## src/rtl/normaliza.sv

```systemverilog
// Iterative post-add normalizer: walks the sum fraction until the leading 1 sits at the hidden bit.
// Optional NORMALIZA_LZC_EN: left shifts resolve in one cycle via a leading-zero count.
module normaliza #(
  parameter int EXP_W   = 8,
  parameter int FRAC_W  = 29,
  parameter int EXP_MAX = 255
) (
  input  logic              clk,
  input  logic              rst_n,
  input  logic              start,
  input  logic [EXP_W-1:0]  exp_in,
  input  logic [FRAC_W-1:0] fract_in,
  output logic              busy,
  output logic              done,
  output logic              normalized,
  output logic [EXP_W-1:0]  exp_out,
  output logic [FRAC_W-1:0] fract_out,
  output logic              overflow,
  output logic              underflow
);

  localparam int HID = FRAC_W - 3;
  localparam logic [EXP_W-1:0] EXP_TOP = EXP_W'(EXP_MAX - 1);

  typedef enum logic [1:0] {IDLE, SHIFT, DONE} state_t;

  state_t             state_reg, state_next;
  logic [EXP_W-1:0]   exp_reg, exp_next;
  logic [FRAC_W-1:0]  fract_reg, fract_next;
  logic [EXP_W-1:0]   exp_out_next;
  logic [FRAC_W-1:0]  fract_out_next;
  logic               nrm_next, ovf_next, unf_next;

`ifdef NORMALIZA_LZC_EN
  localparam int SH_W = $clog2(HID + 1);
  logic [SH_W-1:0] lz_shamt;

  // Highest set bit below the hidden bit wins, giving the smallest shift.
  always_comb begin
    lz_shamt = '0;
    for (int i = 0; i < HID; i++) begin
      if (fract_reg[i]) lz_shamt = SH_W'(HID - i);
    end
  end
`endif

  assign busy = (state_reg == SHIFT);
  assign done = (state_reg == DONE);

  always_comb begin
    state_next     = state_reg;
    exp_next       = exp_reg;
    fract_next     = fract_reg;
    exp_out_next   = exp_out;
    fract_out_next = fract_out;
    nrm_next       = normalized;
    ovf_next       = overflow;
    unf_next       = underflow;
    case (state_reg)
      IDLE: begin
        if (start) begin
          exp_next   = exp_in;
          fract_next = fract_in;
          nrm_next   = 1'b0;
          ovf_next   = 1'b0;
          unf_next   = 1'b0;
          state_next = SHIFT;
        end
      end
      SHIFT: begin
        if (fract_reg == '0) begin
          exp_out_next   = '0;
          fract_out_next = '0;
          nrm_next       = 1'b1;
          state_next     = DONE;
        end else if (fract_reg[FRAC_W-1] || fract_reg[FRAC_W-2]) begin
          if (exp_reg == EXP_TOP) begin
            exp_out_next   = EXP_W'(EXP_MAX);
            fract_out_next = '0;
            ovf_next       = 1'b1;
            nrm_next       = 1'b0;
            state_next     = DONE;
          end else begin
            // Bits shifted out are folded into the sticky bit.
            fract_next = {1'b0, fract_reg[FRAC_W-1:2], fract_reg[1] | fract_reg[0]};
            exp_next   = exp_reg + 1'b1;
          end
        end else if (fract_reg[HID]) begin
          exp_out_next   = exp_reg;
          fract_out_next = fract_reg;
          nrm_next       = 1'b1;
          state_next     = DONE;
        end else begin
`ifdef NORMALIZA_LZC_EN
          if (exp_reg <= EXP_W'(1)) begin
            exp_out_next   = '0;
            fract_out_next = fract_reg;
            unf_next       = 1'b1;
            nrm_next       = 1'b0;
            state_next     = DONE;
          end else if (EXP_W'(lz_shamt) < exp_reg) begin
            fract_next = fract_reg << lz_shamt;
            exp_next   = exp_reg - EXP_W'(lz_shamt);
          end else begin
            // Shift clamped so the exponent would land at 1; report as denormal.
            exp_out_next   = '0;
            fract_out_next = fract_reg << (exp_reg - 1'b1);
            unf_next       = 1'b1;
            nrm_next       = 1'b0;
            state_next     = DONE;
          end
`else
          if (exp_reg > EXP_W'(1)) begin
            fract_next = fract_reg << 1;
            exp_next   = exp_reg - 1'b1;
          end else begin
            exp_out_next   = '0;
            fract_out_next = fract_reg;
            unf_next       = 1'b1;
            nrm_next       = 1'b0;
            state_next     = DONE;
          end
`endif
        end
      end
      DONE: state_next = IDLE;
      default: state_next = IDLE;
    endcase
  end

  always_ff @(posedge clk or negedge rst_n) begin
    if (!rst_n) begin
      state_reg  <= IDLE;
      exp_reg    <= '0;
      fract_reg  <= '0;
      exp_out    <= '0;
      fract_out  <= '0;
      normalized <= 1'b0;
      overflow   <= 1'b0;
      underflow  <= 1'b0;
    end else begin
      state_reg  <= state_next;
      exp_reg    <= exp_next;
      fract_reg  <= fract_next;
      exp_out    <= exp_out_next;
      fract_out  <= fract_out_next;
      normalized <= nrm_next;
      overflow   <= ovf_next;
      underflow  <= unf_next;
    end
  end

endmodule

```

## config.mk

```make
export PLATFORM = sky130hd
export DESIGN_NAME = normaliza
export DESIGN_NICKNAME = d
export VERILOG_FILES = /design/src/rtl/normaliza.sv
export SDC_FILE = /design/constraint.sdc
export NUM_CORES = 1
export LEC_CHECK = 0
export BUFFER_PORTS_ARGS = -buffer_cell sky130_fd_sc_hd__buf_4
export CAP_MARGIN = 20
export CELL_PAD_IN_SITES_DETAIL_PLACEMENT = 2
export CELL_PAD_IN_SITES_GLOBAL_PLACEMENT = 2
export CORE_MARGIN = 2
export CORE_UTILIZATION = 30
export CTS_CLUSTER_DIAMETER = 80
export DETAILED_ROUTE_END_ITERATION = 12
export PLACE_DENSITY_LB_ADDON = 0.1
export SLEW_MARGIN = 5
export SYNTH_ARGS = -nofsm -noshare
export SYNTH_HDL_FRONTEND = slang
export SYNTH_SLANG_ARGS = --single-unit
```

## constraint.sdc

```tcl
create_clock -name clk -period 3.44 [get_ports clk]
set_input_delay 0.86 -clock clk [delete_from_list [all_inputs] [get_ports clk]]
set_output_delay 0.86 -clock clk [all_outputs]
set_load 0.01 [all_outputs]
```

# Yosys cells after proc, flatten, opt, wreduce, memory -nomap -nowiden
# Index checks and enable logic that the tools add are counted.
[totals] regBits=79 latchBits=0 ramBits=0 rom_bits=0 inputBits=40 output_inout_bits=42 elab_cells=88 memories=0
[op_classes] add_sub_neg=2 multipliers=0 n_div=0 order_cmp=1 n_eq_ne=17 n_shift=0 mux=47 n_bitwise=1 reduce_logical=11
[ops] operator="$mux 29" n=11
[ops] operator="$mux 8" n=11
[ops] operator="$pmux 29 s2" n=1
[ops] operator="$logic_not 29->1" n=1
[ops] operator="$pmux 8 s2" n=1
[ops] operator="$mux 1" n=13
[ops] operator="$mux 2" n=6
[ops] operator="$reduce_and 6->1" n=2
[ops] operator="$ne 2x2->1 const B" n=5
[ops] operator="$add 8x1->8 const B" n=1
[ops] operator="$eq 8x8->1 const B" n=1
[ops] operator="$gt 8x1->1 const B" n=1
[ops] operator="$reduce_and 4->1" n=2
[ops] operator="$sub 8x1->8 const B" n=1
[ops] operator="$ne 3x2->1 const B" n=2
[ops] operator="$pmux 1 s2" n=3
[ops] operator="$reduce_and 3->1" n=2
[ops] operator="$ne 5x5->1 const B" n=1
[ops] operator="$reduce_and 5->1" n=1
[ops] operator="$ne 2x1->1 const B" n=2
[ops] operator="$ne 4x3->1 const B" n=1
[ops] operator="$ne 4x4->1 const B" n=1
[ops] operator="$pmux 2 s2" n=1
[ops] operator="$ne 3x1->1 const B" n=1
[ops] operator="7 further kinds" n=7

# Logic depth before layout (Yosys ltp)
# Gate-level depths: netlist of run 1.
[depth] word_depth=6 depth_mapped=10 ltp_nobuf=8

# Worst setup path after synthesis of run 1
# No wires, ideal clock.
[synth_timing] path_kind="flip-flop to flip-flop" start="register exp_reg[0]" end="register exp_reg[5]" arrival_time_ps=2187 required_time_ps=3316 setup_slack_ps=1129 stages_incl_launch_ff=10 period_less_slack_ps=2311 path_cell_list="dfrtp_1 -> inv_1 -> ha_1 -> or2_2 -> a311oi_2 -> o22ai_2 -> and2_1 -> buf_2 -> buf_6 -> a211o_1"
[synth_between] elab_chain_len=6 elab_cells_between_ends=13
[synth_lines] item="from (decl)" line="28" rtl="logic [EXP_W-1:0] exp_reg, exp_next;"
[synth_lines] item="from (signal assigned)" line="143" rtl="exp_reg <= exp_next;"
[synth_lines] item="$sub 8x1->8" line="115" rtl="exp_next = exp_reg - 1'b1;"
[synth_lines] item="$mux 8" line="113" rtl="if (exp_reg > EXP_W'(1)) begin"
[synth_lines] item="$mux 8" line="88" rtl="end else if (fract_reg[HID]) begin"
[synth_lines] item="$mux 8" line="76" rtl="end else if (fract_reg[FRAC_W-1] || fract_reg[FRAC_W-2]) begin"
[synth_lines] item="$mux 8" line="71" rtl="if (fract_reg == '0) begin"
[synth_lines] item="$pmux 8 s2" line="59" rtl="case (state_reg)"
# Parallel ways exist; a longest one is shown, timed or not. The select of a mux whose other input is x is not followed.
# A chain may end at the register's enable or synchronous reset.

# Final worst setup path of run 1
[layout_timing] start="register fract_reg[11]" end="register exp_reg[4]"
[layout_between] elab_chain_len=3
[layout_lines] item="from (decl)" line="29" rtl="logic [FRAC_W-1:0] fract_reg, fract_next;"
[layout_lines] item="from (signal assigned)" line="144" rtl="fract_reg <= fract_next;"
[layout_lines] item="$logic_not 29->1" line="71"
[layout_lines] item="$ne 2x2->1 (no source line)"
[layout_lines] item="$reduce_and 6->1 (no source line)"
# Every way passes these cells.

==> flow_metrics.py, run 1 <==
metrics = {
    "synth": {
        "synth-seq-cells": 79,
        "yosys.area.top_type_share": 0.4742,
        "syn_area_um2": 4169,
        "seq_area_frac_synth": 0.4742,
        "netlist.top_cell.by_area": "dfrtp_1",
        "netlist_instances": 423,
        "syn_area_per_cell_um2": 9.856,
        "async_reset_ff_frac": 1.000,
        "synthFlopType": "dfrtp_1",
        "yosysWarnings": 0,
        "synthTopCellsByArea": "dfrtp_1 (47%), a21bo_2 (6.0%), a221oi_1 (5.5%)",
        "synth_edf_count": 0,
        "mappedNetlistNets": 467,
        "ys_types": 52,
    },
    "sta": {
        "layout_min_cycle_time_ns": 2.702,
        "worstMarginPinSlew_ns": 0.6240,
        "skew_ns": 0.007087,
        "drv_slew": 0,
        "final-setup-viol-count": 0,
        "fin_ws_ns": 0.7376,
        "rsz0062_at_grt": "no",
        "final_hold_viol_count": 0,
        "final.period_utilization": 0.7856,
        "setup-tns-final_ns": 0,
        "fmax_mhz": 370.0,
        "maxSlewHeadroom": 0.5834,
        "hold_ws_ns": 0.4437,
    },
    "clocking": {
        "root_buffer": "clkbuf_16",
        "cts_setup_buffers": 0,
        "cts_sinks": 79,
        "ctsHoldBuffers": 0,
        "cts_buffers": 9,
        "cts-resized-gates": 0,
        "clock_latency_ns": 0.35,
        "clk_path_buf_depth": 2,
        "cts_tree": "built",
        "h-tree-depth": 3,
        "clk_pin_slew_worst_paths_ns": 0.06,
    },
    "floorplan": {
        "io_pins": 82,
        "start_util": 0.3039,
        "num_rows": 43,
        "die_w_um": 121.9,
        "fp.dieH_um": 121.9,
        "die-area_um2": 14860,
        "core_area_um2": 13720,
    },
    "drt": {
        "routedWlPerCell_um": 20.91,
        "first_pass_iters": 4,
        "drc": 0,
        "routed_wl_um": 14030,
        "drtIter0Drc": 192,
        "vias": 3803,
        "drtAntennaViolNets": 0,
        "vias_per_cell": 5.668,
    },
    "critical_path": {
        "critPathCaptureType": "register",
        "startpoint_type": "register",
        "arrival_ns": 2.93,
        "slowest_delay_ns": 0.59,
        "crit_type": "reg2reg",
        "crit_chain": "nor4_1 > nand4_1 > o22ai_2 > buf_4 > nor3_1 > a211o_1",
        "critPathMaxFanout": 16,
        "slowest_stage": "nor4_1",
        "crit_required_ns": 3.67,
        "timing.critical_path.buf_inv": 1,
        "crit_family": "simple AND/OR/NAND/NOR gates",
        "worstRegToRegCells": 6,
        "cp_num_cells": 6,
    },
    "flow_run": {
        "max_cap_violations": 0,
    },
    "final_layout": {
        "antenna_cells": 0,
        "n_fill_cell": 1518,
        "layout-drive-gt1-share": 0.2994,
        "instances_no_fill": 671,
        "syn_to_final_growth_pct": 26.11,
        "nets": 530,
    },
    "placement": {
        "port_buffers": 81,
        "gp_congestion": 0.7900,
        "place_hpwl_um": 9434,
        "dpl.cell_count": 654,
        "place_ws_ns": 0.7606,
    },
    "global_routing": {
        "gr-usage-met1": 0.2846,
        "antenna_found_initial": 0,
        "grt_use_met3": 0.02575,
        "grt_overflow_total": 0,
        "grt.busiest_layer": "met2",
        "grt_usage": 0.2031,
        "grt_use_met2": 0.3251,
        "grt_pass1_wl_um": 23200,
        "grt_start_max_net_pins": 80,
        "first_global_vias": 4034,
    },
    "power_and_ir_drop": {
        "power_density_nw_per_um2": 1121,
        "p_leak_nw": 2.342,
        "power.total_mw": 5.896,
        "max-vdd-ir-drop_uv": 325.8,
    },
    "outcome": {
        "outcome": "finished, final reports clean",
    },
    "worst_hold_path": {
        "min_path_type": "in2async",
    },
}
metal layers:
layer  vias up  routed length, um  part of all wire
li1       1752                  -                 -
met1      1977               6772              0.48
met2        61               6655              0.47
met3        13                393             0.028
met4         0                208             0.015
met5         -                  0                 0
stage by stage:
stage	util	area [um^2]
final	0.3832	5258
after global routing	0.3832	5258
after CTS	0.3812	5230
after detailed placement	0.3576	4906
after global placement	0.3576	4906
after floorplan	-	4169
power breakdown:
part / internal (mW) / total, mW / switching (mW)
Sequential: 1.37 / 1.93 / 0.554
Combinational: 1.19 / 2.90 / 1.71
Clock: 0.656 / 1.06 / 0.408
Total: 3.22 / 5.90 / 2.67
cell usage after synthesis, types with 2 or more instances:
cell and n:
nor2_1 37, a41oi_1 8, o22ai_2 2, dfrtp_1 79, buf_6 3, nor3b_1 2, a21bo_2 25, inv_1 9
nor3_1 7, a221oi_1 26, nand2_1 19, ha_1 4, a32o_1 4, o31ai_1 25, nor4_1 6, and3_1 6
a211o_1 4, nand4_1 27, clkbuf_1 29, o22ai_1 2, buf_2 10, and2_1 4, a31oi_1 3, o21ai_0 11
a21oi_1 17, nand3_1 26, mux2_2 2, or2_2 2
cells by family after synthesis:
family,Yosys count,share of synthesized area
compound gates,139,0.2692
xor+xnor,1,0.002101
fa+ha+maj,4,0.01201
buf+inv,53,0.05612
flops,79,0.4742
mux,3,0.007803
simple gates,144,0.1786
final timing paths:
kind	slack [ns]	from	end
setup / recovery	0.74	fract_reg[11]	exp_reg[4]
hold / removal	0.44	rst_n	fract_out[28]
setup reg to reg	0.74	fract_reg[11]	exp_reg[4]
hold reg to reg	0.49	fract_out[27]	fract_out[27]
max in group asynchronous	2.39	rst_n	exp_reg[1]
min in group clk	0.49	fract_out[27]	fract_out[27]
area by class of cell:
type,instances,area (um^2),share of cell area
Timing Repair Buffer,95,733.2,0.1395
Clock buffer,11,242.7,0.04617
Sequential cell,79,1977,0.3760
Multi-Input combinational cell,291,1961,0.3729
Clock inverter,5,81.33,0.01547
Inverter,10,37.54,0.007139
Tap cell,180,225.2,0.04284
placed cells by master (no fill, tap or decap), drive strengths merged, types with 2 or more instances in the layout:
cell	count
a211o	4
a211oi	2
a21bo	25
a21oi	17
a221oi	26
a31oi	4
a32o	4
a41oi	8
and2	4
and3	6
buf	95
bufinv	2
clkbuf	11
clkinv	2
dfrtp	79
ha	4
inv	10
mux2	2
nand2	19
nand3	26
nand4	27
nor2	37
nor3	7
nor3b	2
nor4	7
o21ai	12
o22ai	4
o31ai	25
or2	2
worst register-to-register path, cell delays in order (launching register included):
cell and delay [ns]:
dfrtp_1 0.51, nor4_1 0.59, nand4_1 0.33, o22ai_2 0.49
buf_4 0.31, nor3_1 0.08, a211o_1 0.28
Note: power is estimated with default switching activity, not from simulation.
==> run 2: changes to the inputs <==
==> constraint.sdc (replaced) <==
create_clock -name clk -period 2.4 [get_ports clk]
set_input_delay 0.6 -clock clk [delete_from_list [all_inputs] [get_ports clk]]
set_output_delay 0.6 -clock clk [all_outputs]
set_load 0.01 [all_outputs]
==> flow_metrics.py, run 2 (synthesis gave the netlist of run 1 again) <==
metrics = {
    "floorplan": {
        "die_w_um": 121.9,
        "fp.dieH_um": 121.9,
        "core_area_um2": 13720,
        "io_pins": 82,
        "die-area_um2": 14860,
        "start_util": 0.3039,
        "num_rows": 43,
    },
    "final_layout": {
        "nets": 549,
        "antenna_cells": 0,
        "final_common_cell": "buf_4",
        "syn_to_final_growth_pct": 29.92,
        "instances_no_fill": 690,
        "final_util": 0.3948,
        "n_fill_cell": 1474,
        "fin_area_um2": 5416,
        "layout-drive-gt1-share": 0.3333,
        "final_cell_mix": "buf_4 (112), dfrtp_1 (79), nor2_1 (36), nand4_1 (27)",
    },
    "sta": {
        "final_hold_viol_count": 0,
        "fmax_mhz": 445.3,
        "skew_ns": 0.007471,
        "final.period_utilization": 0.9358,
        "drv_slew": 0,
        "setup-tns-final_ns": 0,
        "final-setup-viol-count": 0,
        "rsz0062_at_grt": "no",
        "worstMarginPinSlew_ns": 0.5865,
        "maxSlewHeadroom": 0.6090,
        "layout_min_cycle_time_ns": 2.246,
    },
    "clocking": {
        "cts_tree": "built",
        "h-tree-depth": 3,
        "cts_sinks": 79,
        "clk_pin_slew_worst_paths_ns": 0.07,
        "ctsHoldBuffers": 0,
        "root_buffer": "clkbuf_16",
        "cts_buffers": 9,
        "clock_latency_ns": 0.35,
        "clk_path_buf_depth": 2,
    },
    "placement": {
        "dpl.cell_count": 673,
        "port_buffers": 81,
        "place_hpwl_um": 10270,
        "placed_area_um2": 5074,
        "gp_congestion": 0.8923,
    },
    "critical_path": {
        "crit_type": "reg2out",
        "crit_chain": "nand2b_1 > inv_2 > buf_4",
        "critPathCaptureType": "output pin",
        "slowest_delay_ns": 0.40,
        "slowest_stage": "dfrtp_1",
        "crit_required_ns": 1.80,
        "critPathMaxFanout": 19,
        "worstRegToRegCells": 8,
        "arrival_ns": 1.65,
        "startpoint_type": "register",
    },
    "power_and_ir_drop": {
        "power.total_mw": 8.797,
        "p_leak_nw": 2.441,
        "power_density_nw_per_um2": 1624,
        "max-vdd-ir-drop_uv": 559.4,
    },
    "global_routing": {
        "grt_start_max_net_pins": 41,
        "grt_overflow_total": 0,
        "grt_usage": 0.2113,
        "antenna_found_initial": 0,
        "first_global_vias": 4281,
        "grt_pass1_wl_um": 24040,
    },
    "drt": {
        "routed_wl_um": 14670,
        "drc": 0,
        "routedWlPerCell_um": 21.26,
        "first_pass_iters": 4,
        "vias": 3919,
        "drtAntennaViolNets": 0,
        "vias_per_cell": 5.680,
        "drtIter0Drc": 129,
    },
    "outcome": {
        "outcome": "finished, final reports clean",
    },
    "flow_run": {
        "max_cap_violations": 0,
    },
    "worst_hold_path": {
        "min_path_type": "in2async",
    },
}
-- run 2: changes by cell type in the layout (fill, tap and decap cells not counted), sizes merged --
cell,change
buf,+19
clkbuf,-2
clkinv,+1
inv,+1
-- run 2: what timing repair did --
| item | 4_1_cts | 5_1_grt |
|---|---|---|
| endpoints found under the setup margin | 0 | 4 |
| setup buffers | 0 | 1 |
| gates resized for setup | 0 | 3 |
-- run 2: layout make-up --
cell class	count	area, um^2	share of cell area
Timing Repair Buffer	114	880.8	0.1626
Inverter	10	37.54	0.006930
Multi-Input combinational cell	291	1976	0.3647
Clock inverter	7	95.09	0.01756
Clock buffer	9	225.2	0.04158
Sequential cell	79	1977	0.3650
Tap cell	180	225.2	0.04158
-- run 2: final timing paths --
check                              from             to  slack, ns
max                        state_reg[1]           busy       0.15
min                               rst_n  fract_out[27]       0.26
max reg2reg                  exp_reg[0]     exp_reg[6]       0.16
min reg2reg                fract_out[1]   fract_out[1]       0.49
max in group asynchronous         rst_n     exp_reg[2]       1.52
min in group clk           fract_in[28]  fract_reg[28]       0.45
-- run 2: power by group --
part | total (mW) | switching (mW) | internal (mW)
clock network | 1.51 | 0.598 | 0.913
logic | 4.60 | 2.66 | 1.94
registers | 2.68 | 0.714 | 1.97
total | 8.80 | 3.98 | 4.82
-- run 2: critical path: cells and delay by family, from the launching register on --
kind | cells | cell delay [ns]
and+or+nand+nor | 1 | 0.29
buffers and inverters | 2 | 0.60
DFF | 1 | 0.40
-- run 2: layer usage --
metal / track usage / wire length (um)
met2: 0.3499 / 7412
met5: 0 / 0
met1: 0.2837 / 6505
met3: 0.02903 / 517
met4: 0.07328 / 235
-- run 2: stage by stage --
step | hold WS [ns] | worst slack [ns]
finish | 0.2582 | 0.1541
global route | 0.2904 | 0.005030
floorplan | 0.3044 | 0.08928
detailed placement | 0.4790 | 0.1426
CTS | 0.2762 | 0.1055
global placement | 0.4716 | 0.2455
